==> src/rtl/seg_scan_decoder_pkg.sv <==
// Shared constants for the 7-segment scan decoder: segment bit positions,
// the canonical hex glyph patterns, and the stability tracker states.
package seg_pkg;

  localparam int SEG_A = 6;
  localparam int SEG_B = 5;
  localparam int SEG_C = 4;
  localparam int SEG_D = 3;
  localparam int SEG_E = 2;
  localparam int SEG_F = 1;
  localparam int SEG_G = 0;

  // Patterns are {a,b,c,d,e,f,g}, active-high
  localparam logic [6:0] SEG_0     = 7'b1111110;
  localparam logic [6:0] SEG_1     = 7'b0110000;
  localparam logic [6:0] SEG_2     = 7'b1101101;
  localparam logic [6:0] SEG_3     = 7'b1111001;
  localparam logic [6:0] SEG_4     = 7'b0110011;
  localparam logic [6:0] SEG_5     = 7'b1011011;
  localparam logic [6:0] SEG_6     = 7'b1011111;
  localparam logic [6:0] SEG_7     = 7'b1110000;
  localparam logic [6:0] SEG_8     = 7'b1111111;
  localparam logic [6:0] SEG_9     = 7'b1111011;
  localparam logic [6:0] SEG_A_HEX = 7'b1110111;
  localparam logic [6:0] SEG_B_HEX = 7'b0011111;
  localparam logic [6:0] SEG_C_HEX = 7'b1001110;
  localparam logic [6:0] SEG_D_HEX = 7'b0111101;
  localparam logic [6:0] SEG_E_HEX = 7'b1001111;
  localparam logic [6:0] SEG_F_HEX = 7'b1000111;
  localparam logic [6:0] SEG_BLANK = 7'b0000000;

  typedef enum logic {SCAN, HOLD} trk_state_e;

endpackage

==> src/rtl/seg_scan_decoder_if.sv <==
// Display bus plus frame output handshake. The display driver / consumer
// side uses master; the decoder uses slave.
interface seg_scan_decoder_if #(parameter int NUM_DIGITS = 4);

  logic [6:0]              seg_in;
  logic [NUM_DIGITS-1:0]   dig_sel;
  logic                    out_ready;
  logic                    out_valid;
  logic [4*NUM_DIGITS-1:0] out_value;
  logic [NUM_DIGITS-1:0]   out_err;
  logic                    overrun;

  modport master (
    output seg_in, dig_sel, out_ready,
    input  out_valid, out_value, out_err, overrun
  );

  modport slave (
    input  seg_in, dig_sel, out_ready,
    output out_valid, out_value, out_err, overrun
  );

endinterface

==> src/rtl/seg_scan_decoder_decode.sv <==
// Combinational inverse of a hex-to-7-segment encoder. Unknown patterns,
// including blank, give nibble 0 with err set.
module seg_pattern_decode
  import seg_pkg::*;
(
  input  logic [6:0] pattern_i,
  output logic [3:0] nibble_o,
  output logic       err_o
);

  always_comb begin
    nibble_o = 4'h0;
    err_o    = 1'b0;
    case (pattern_i)
      SEG_0:     nibble_o = 4'h0;
      SEG_1:     nibble_o = 4'h1;
      SEG_2:     nibble_o = 4'h2;
      SEG_3:     nibble_o = 4'h3;
      SEG_4:     nibble_o = 4'h4;
      SEG_5:     nibble_o = 4'h5;
      SEG_6:     nibble_o = 4'h6;
      SEG_7:     nibble_o = 4'h7;
      SEG_8:     nibble_o = 4'h8;
      SEG_9:     nibble_o = 4'h9;
      SEG_A_HEX: nibble_o = 4'hA;
      SEG_B_HEX: nibble_o = 4'hB;
      SEG_C_HEX: nibble_o = 4'hC;
      SEG_D_HEX: nibble_o = 4'hD;
      SEG_E_HEX: nibble_o = 4'hE;
      SEG_F_HEX: nibble_o = 4'hF;
      default:   err_o    = 1'b1;
    endcase
  end

endmodule

==> src/rtl/seg_scan_decoder.sv <==
// Recovers the hex value shown on a multiplexed 7-segment display: qualifies
// each digit for stability, decodes it, and emits whole frames via valid/ready.
module seg_scan_decoder
  import seg_pkg::*;
#(
  parameter int NUM_DIGITS    = 4,
  parameter int STABLE_CYCLES = 3
) (
  input  logic              clk,
  input  logic              rst_n,
  seg_scan_decoder_if.slave bus
);

  localparam int CW = $clog2(STABLE_CYCLES + 1);

  logic [6:0]              sSeg_q, prevSeg_q, accSeg_q;
  logic [NUM_DIGITS-1:0]   sSel_q, prevSel_q, accSel_q;
  trk_state_e              state_q;
  logic [CW-1:0]           cnt_q, runLen;
  logic                    accept_q, sameVal, oneHot;

  logic [NUM_DIGITS-1:0]   seen_q, seen_d;
  logic [4*NUM_DIGITS-1:0] slotVal_q, slotVal_d, value_q;
  logic [NUM_DIGITS-1:0]   slotErr_q, slotErr_d, err_q;
  logic                    valid_q, overrun_q, frameDone;
  logic [3:0]              decNib;
  logic                    decErr;

  always_ff @(posedge clk) begin
    if (!rst_n) begin
      sSeg_q <= '0;
      sSel_q <= '0;
    end else begin
      sSeg_q <= bus.seg_in;
      sSel_q <= bus.dig_sel;
    end
  end

  // runLen counts the current cycle, so a fresh value is already run 1
  assign sameVal = (sSel_q == prevSel_q) && (sSeg_q == prevSeg_q);
  assign oneHot  = (sSel_q != '0) && ((sSel_q & (sSel_q - NUM_DIGITS'(1))) == '0);
  assign runLen  = !sameVal ? CW'(1) :
                   (cnt_q == CW'(STABLE_CYCLES)) ? cnt_q : cnt_q + CW'(1);

  always_ff @(posedge clk) begin
    if (!rst_n) begin
      state_q   <= SCAN;
      cnt_q     <= '0;
      prevSel_q <= '0;
      prevSeg_q <= '0;
      accept_q  <= 1'b0;
      accSel_q  <= '0;
      accSeg_q  <= '0;
    end else begin
      prevSel_q <= sSel_q;
      prevSeg_q <= sSeg_q;
      accept_q  <= 1'b0;
      if (!oneHot) begin
        state_q <= SCAN;
        cnt_q   <= '0;
      end else if (state_q == HOLD && sameVal) begin
        state_q <= HOLD;
      end else if (runLen == CW'(STABLE_CYCLES)) begin
        state_q  <= HOLD;
        cnt_q    <= runLen;
        accept_q <= 1'b1;
        accSel_q <= sSel_q;
        accSeg_q <= sSeg_q;
      end else begin
        state_q <= SCAN;
        cnt_q   <= runLen;
      end
    end
  end

  seg_pattern_decode u_decode (
    .pattern_i (accSeg_q),
    .nibble_o  (decNib),
    .err_o     (decErr)
  );

  always_comb begin
    slotVal_d = slotVal_q;
    slotErr_d = slotErr_q;
    seen_d    = seen_q;
    if (accept_q) begin
      seen_d = seen_q | accSel_q;
      for (int i = 0; i < NUM_DIGITS; i++) begin
        if (accSel_q[i]) begin
          slotVal_d[4*i +: 4] = decNib;
          slotErr_d[i]        = decErr;
        end
      end
    end
    frameDone = accept_q && (&seen_d);
  end

  // A completing frame loads only if the output slot is free or draining now
  always_ff @(posedge clk) begin
    if (!rst_n) begin
      seen_q    <= '0;
      slotVal_q <= '0;
      slotErr_q <= '0;
      value_q   <= '0;
      err_q     <= '0;
      valid_q   <= 1'b0;
      overrun_q <= 1'b0;
    end else begin
      slotVal_q <= slotVal_d;
      slotErr_q <= slotErr_d;
      seen_q    <= frameDone ? '0 : seen_d;
      if (frameDone && (!valid_q || bus.out_ready)) begin
        value_q <= slotVal_d;
        err_q   <= slotErr_d;
        valid_q <= 1'b1;
      end else begin
        if (frameDone) overrun_q <= 1'b1;
        if (valid_q && bus.out_ready) valid_q <= 1'b0;
      end
    end
  end

  assign bus.out_valid = valid_q;
  assign bus.out_value = value_q;
  assign bus.out_err   = err_q;
  assign bus.overrun   = overrun_q;

endmodule

==> src/flat_wrapper.sv <==
// flat-port wrapper written by rule: the top's interface ports become plain ports
module seg_scan_decoder_flat import seg_pkg::*;
#(
  parameter int NUM_DIGITS    = 4,
  parameter int STABLE_CYCLES = 3
)
  (clk, rst_n, bus_seg_in, bus_dig_sel, bus_out_ready, bus_out_valid, bus_out_value, bus_out_err, bus_overrun);
  seg_scan_decoder_if #(.NUM_DIGITS(NUM_DIGITS)) bus_i ();
  input  logic clk;
  input  logic rst_n;
  input wire logic [$bits(bus_i.seg_in)-1:0] bus_seg_in;
  input wire logic [$bits(bus_i.dig_sel)-1:0] bus_dig_sel;
  input wire logic [$bits(bus_i.out_ready)-1:0] bus_out_ready;
  output wire logic [$bits(bus_i.out_valid)-1:0] bus_out_valid;
  output wire logic [$bits(bus_i.out_value)-1:0] bus_out_value;
  output wire logic [$bits(bus_i.out_err)-1:0] bus_out_err;
  output wire logic [$bits(bus_i.overrun)-1:0] bus_overrun;
  assign bus_i.seg_in = bus_seg_in;
  assign bus_i.dig_sel = bus_dig_sel;
  assign bus_i.out_ready = bus_out_ready;
  assign bus_out_valid = bus_i.out_valid;
  assign bus_out_value = bus_i.out_value;
  assign bus_out_err = bus_i.out_err;
  assign bus_overrun = bus_i.overrun;
  seg_scan_decoder #(.NUM_DIGITS(NUM_DIGITS), .STABLE_CYCLES(STABLE_CYCLES)) u_core (.clk(clk), .rst_n(rst_n), .bus(bus_i));
endmodule
==> config.mk <==
export PLATFORM = sky130hd
export DESIGN_NAME = seg_scan_decoder_flat
export DESIGN_NICKNAME = d
export VERILOG_FILES = /design/src/rtl/seg_scan_decoder_pkg.sv /design/src/rtl/seg_scan_decoder_if.sv /design/src/rtl/seg_scan_decoder_decode.sv /design/src/rtl/seg_scan_decoder.sv /design/src/flat_wrapper.sv
export SDC_FILE = /design/constraint.sdc
export NUM_CORES = 1
export LEC_CHECK = 0
export ABC_AREA = 1
export BUFFER_PORTS_ARGS = -buffer_cell sky130_fd_sc_hd__buf_2
export CORE_UTILIZATION = 50
export DETAILED_ROUTE_END_ITERATION = 16
export GPL_ROUTABILITY_DRIVEN = 0
export PLACE_DENSITY = 0.7
export SYNTH_ARGS = -nofsm -noshare
export SYNTH_HDL_FRONTEND = slang
export SYNTH_SLANG_ARGS = --single-unit
==> constraint.sdc <==
create_clock -name clk -period 1.81 [get_ports clk]
set_clock_uncertainty 0.15 [all_clocks]
set_input_delay 0.362 -clock clk [delete_from_list [all_inputs] [get_ports clk]]
set_output_delay 0.362 -clock clk [all_outputs]
set_load 0.005 [all_outputs]
==> flow_metrics.py <==
metrics = {
    "detailed_routing": {
        "routed_wl_um": 6470,
        "vias_per_cell": 4.73,
        "drcViolationCount": 1,
        "ant_nets": 0,
        "dr.pass1.iters": 10,
        "avgRoutedWirePerCell_um": 10.3,
        "drt-initial-drc-count": 124,
        "via_count": 2977,
    },
    "worst_setup_path": {
        "cp_common_cell": "nand2_1",
        "crit_chain": "or2_2 -> o21ai_0 -> nand2_1 -> nor2_1 -> nand3_2 -> buf_4 -> nand2_1 -> nand2_1 -> nor2_1",
        "critPathMaxFanout": 14,
        "critPathMaxStageDelay_ps": 350,
        "slowest_stage": "dfxtp_2",
        "path_class": "reg -> reg",
        "startpoint_type": "register",
        "cp.arrival_ps": 1770,
        "worstPathRequired_ps": 1930,
        "cp-end-kind": "register",
    },
    "outcome": {
        "violations": "DRC",
        "status": "finished, violations left",
    },
    "timing": {
        "tightest_slew_ps": 346,
        "hold_viol": 0,
        "setup_violations": 0,
        "final.period_utilization": 0.910,
        "finalCriticalPeriod_ps": 1650,
        "maxSlewViolCount": 0,
        "slew_headroom": 0.767,
        "max_freq_mhz": 607,
        "finalSetupTns_ps": 0,
        "rsz0062_at_grt": "false",
    },
    "floorplan": {
        "core_area_um2": 6760,
        "fp.dieW_um": 85.5,
        "start_util": 0.516,
        "die-area_um2": 7320,
        "rows": 30,
        "dieHeight_um": 85.5,
        "io_pins": 36,
    },
    "global_routing": {
        "grt_pass1_vias": 2764,
        "grt_max_degree": 52,
        "grtUsageTotal": 0.193,
        "antenna_found_initial": 0,
        "grt.overflow.total": 0,
        "grt_pass1_wl_um": 11300,
    },
    "place": {
        "dpl.hpwl_um": 4640,
        "port_buffers": 35,
    },
    "cts": {
        "post_cts_buffers": 0,
        "cts_sinks": 83,
        "clock_path_buffers": 2,
        "clk_latency_ps": 340,
        "clk_pin_slew_ps": 80,
        "cts_tree": "built",
        "htree_levels": 3,
        "cts_hold_buf": 0,
        "cts_root_buf": "clkbuf_8",
        "numCtsBuffers": 9,
    },
    "synth": {
        "ys.flop_type": "dfxtp_1",
        "synth.ff_latch_count": 83,
        "yosys_warnings": 0,
        "synth_commonest_cells": "nand2_1 (136), dfxtp_1 (83), nor2_1 (81)",
        "synth_top_area_frac": 0.476,
        "syn-cell-area_um2": 3490,
        "synthTopCellsByArea": "dfxtp_1 (48%), nand2_1 (15%), nor2_1 (8.7%)",
        "synthArstFlopShare": 0,
        "synth_nets": 515,
        "yosysSeqAreaShare": 0.476,
        "synth.most_common_cell": "nand2_1",
        "yosysTopAreaCell": "dfxtp_1",
        "synthDistinctLibCells": 28,
        "synth-edff-count": 0,
        "postSynthCellCount": 501,
        "syn_area_per_cell_um2": 6.97,
    },
    "pwr": {
        "irDropWorstVdd_mv": 0.463,
        "p_leak_nw": 2.10,
        "power_density_nw_per_um2": 837,
    },
    "finish": {
        "syn_to_final_growth_pct": 15.5,
        "final_core_util": 0.596,
        "fin_nets": 560,
        "layout-drive-gt1-share": 0.175,
        "antennaDiodeCount": 0,
    },
    "min_path": {
        "min_path_type": "in -> reg",
    },
    "job": {
        "drv_cap": 0,
    },
}
-- power by group --
| part | leakage (nW) | switching [mW] | internal, mW | total (mW) |
|---|---|---|---|---|
| Combinational | 1.32 | 0.0710 | 0.0503 | 0.121 |
| Clock | 0.106 | 0.615 | 0.767 | 1.38 |
| Sequential | 0.676 | 0.0199 | 1.85 | 1.87 |
| Total | 2.10 | 0.706 | 2.67 | 3.37 |
-- registers in the layout, indices dropped and copies added, names as in the netlist, 7 cells and up --
register / flops
u_core.sSeg_q: 7
u_core.accSeg_q: 7
u_core.slotVal_q: 16
u_core.bus.out_value: 16
u_core.prevSeg_q: 7
-- path summary, 6_finish.rpt --
kind              slack (ps)  cells after the start                   to        startpoint
setup / recovery         160                      9   u_core.accSeg_q[5]  u_core.sSel_q[0]
hold / removal            40                      3     u_core.sSel_q[1]    bus_dig_sel[1]
hold reg to reg          310                      2  u_core.prevSeg_q[4]  u_core.sSeg_q[4]
setup reg to reg         160                      9   u_core.accSeg_q[5]  u_core.sSel_q[0]
-- worst max-delay path, delay by kind of cell, from the launching register on --
family	cells	cell delay (ps)
buf+inv	1	190
compound gates	1	70
flops	1	350
simple gates	7	820
-- cell usage in the layout, fill, tap and decap left out, drive strengths merged, types with 3 or more instances in the layout --
cell type	count
xnor2	6
or2	14
nor3	3
dfxtp	83
inv	79
nor2	81
buf	48
clkbuf	10
a21oi	27
nand2	137
clkinv	8
nand3	33
o21ai	12
-- metal layers --
metal  share of wire  track usage  vias up
met4          0.0074       0.0773        0
li1                -            -     1592
met5               0            0        -
met1            0.47        0.229     1347
met3           0.030       0.0414        4
met2            0.49        0.342       34
-- cell type report --
class	instances	area, um2
well taps	80	100
clock buffers	10	128
multi-input cells	320	1440
flip-flops and latches	83	1670
clock inverters	5	78.8
inverters	84	318
fillers	642	2730
repair buffers	48	298
-- cells by family (layout without fill, tap and decap cells) --
group	Yosys count	count (layout)	share of synthesized area
AO/OA/AOI/OAI	40	40	0.0602
flip-flops	83	83	0.476
buffers and inverters	98	147	0.119
XOR/XNOR	6	6	0.0151
AND/OR/NAND/NOR	274	274	0.329
-- timing repair --
action	in CTS	in global routing
pin swaps	0	1
resized for setup	1	12
endpoints found under the setup margin	8	33
-- metrics by stage --
stage	instances	worst slack [ps]	area, um2	hold slack (ps)	power [mW]
6_report	630	162	4030	43.9	3.37
4_1_cts	630	85.7	4000	25.0	3.41
2_1_floorplan	501	216	3490	283	1.99
3_3_place_gp	615	46.5	3790	295	2.03
3_5_place_dp	615	4.51	3790	298	2.03
5_1_grt	630	18.1	4030	30.5	3.51
(Power assumes the default switching activity.)
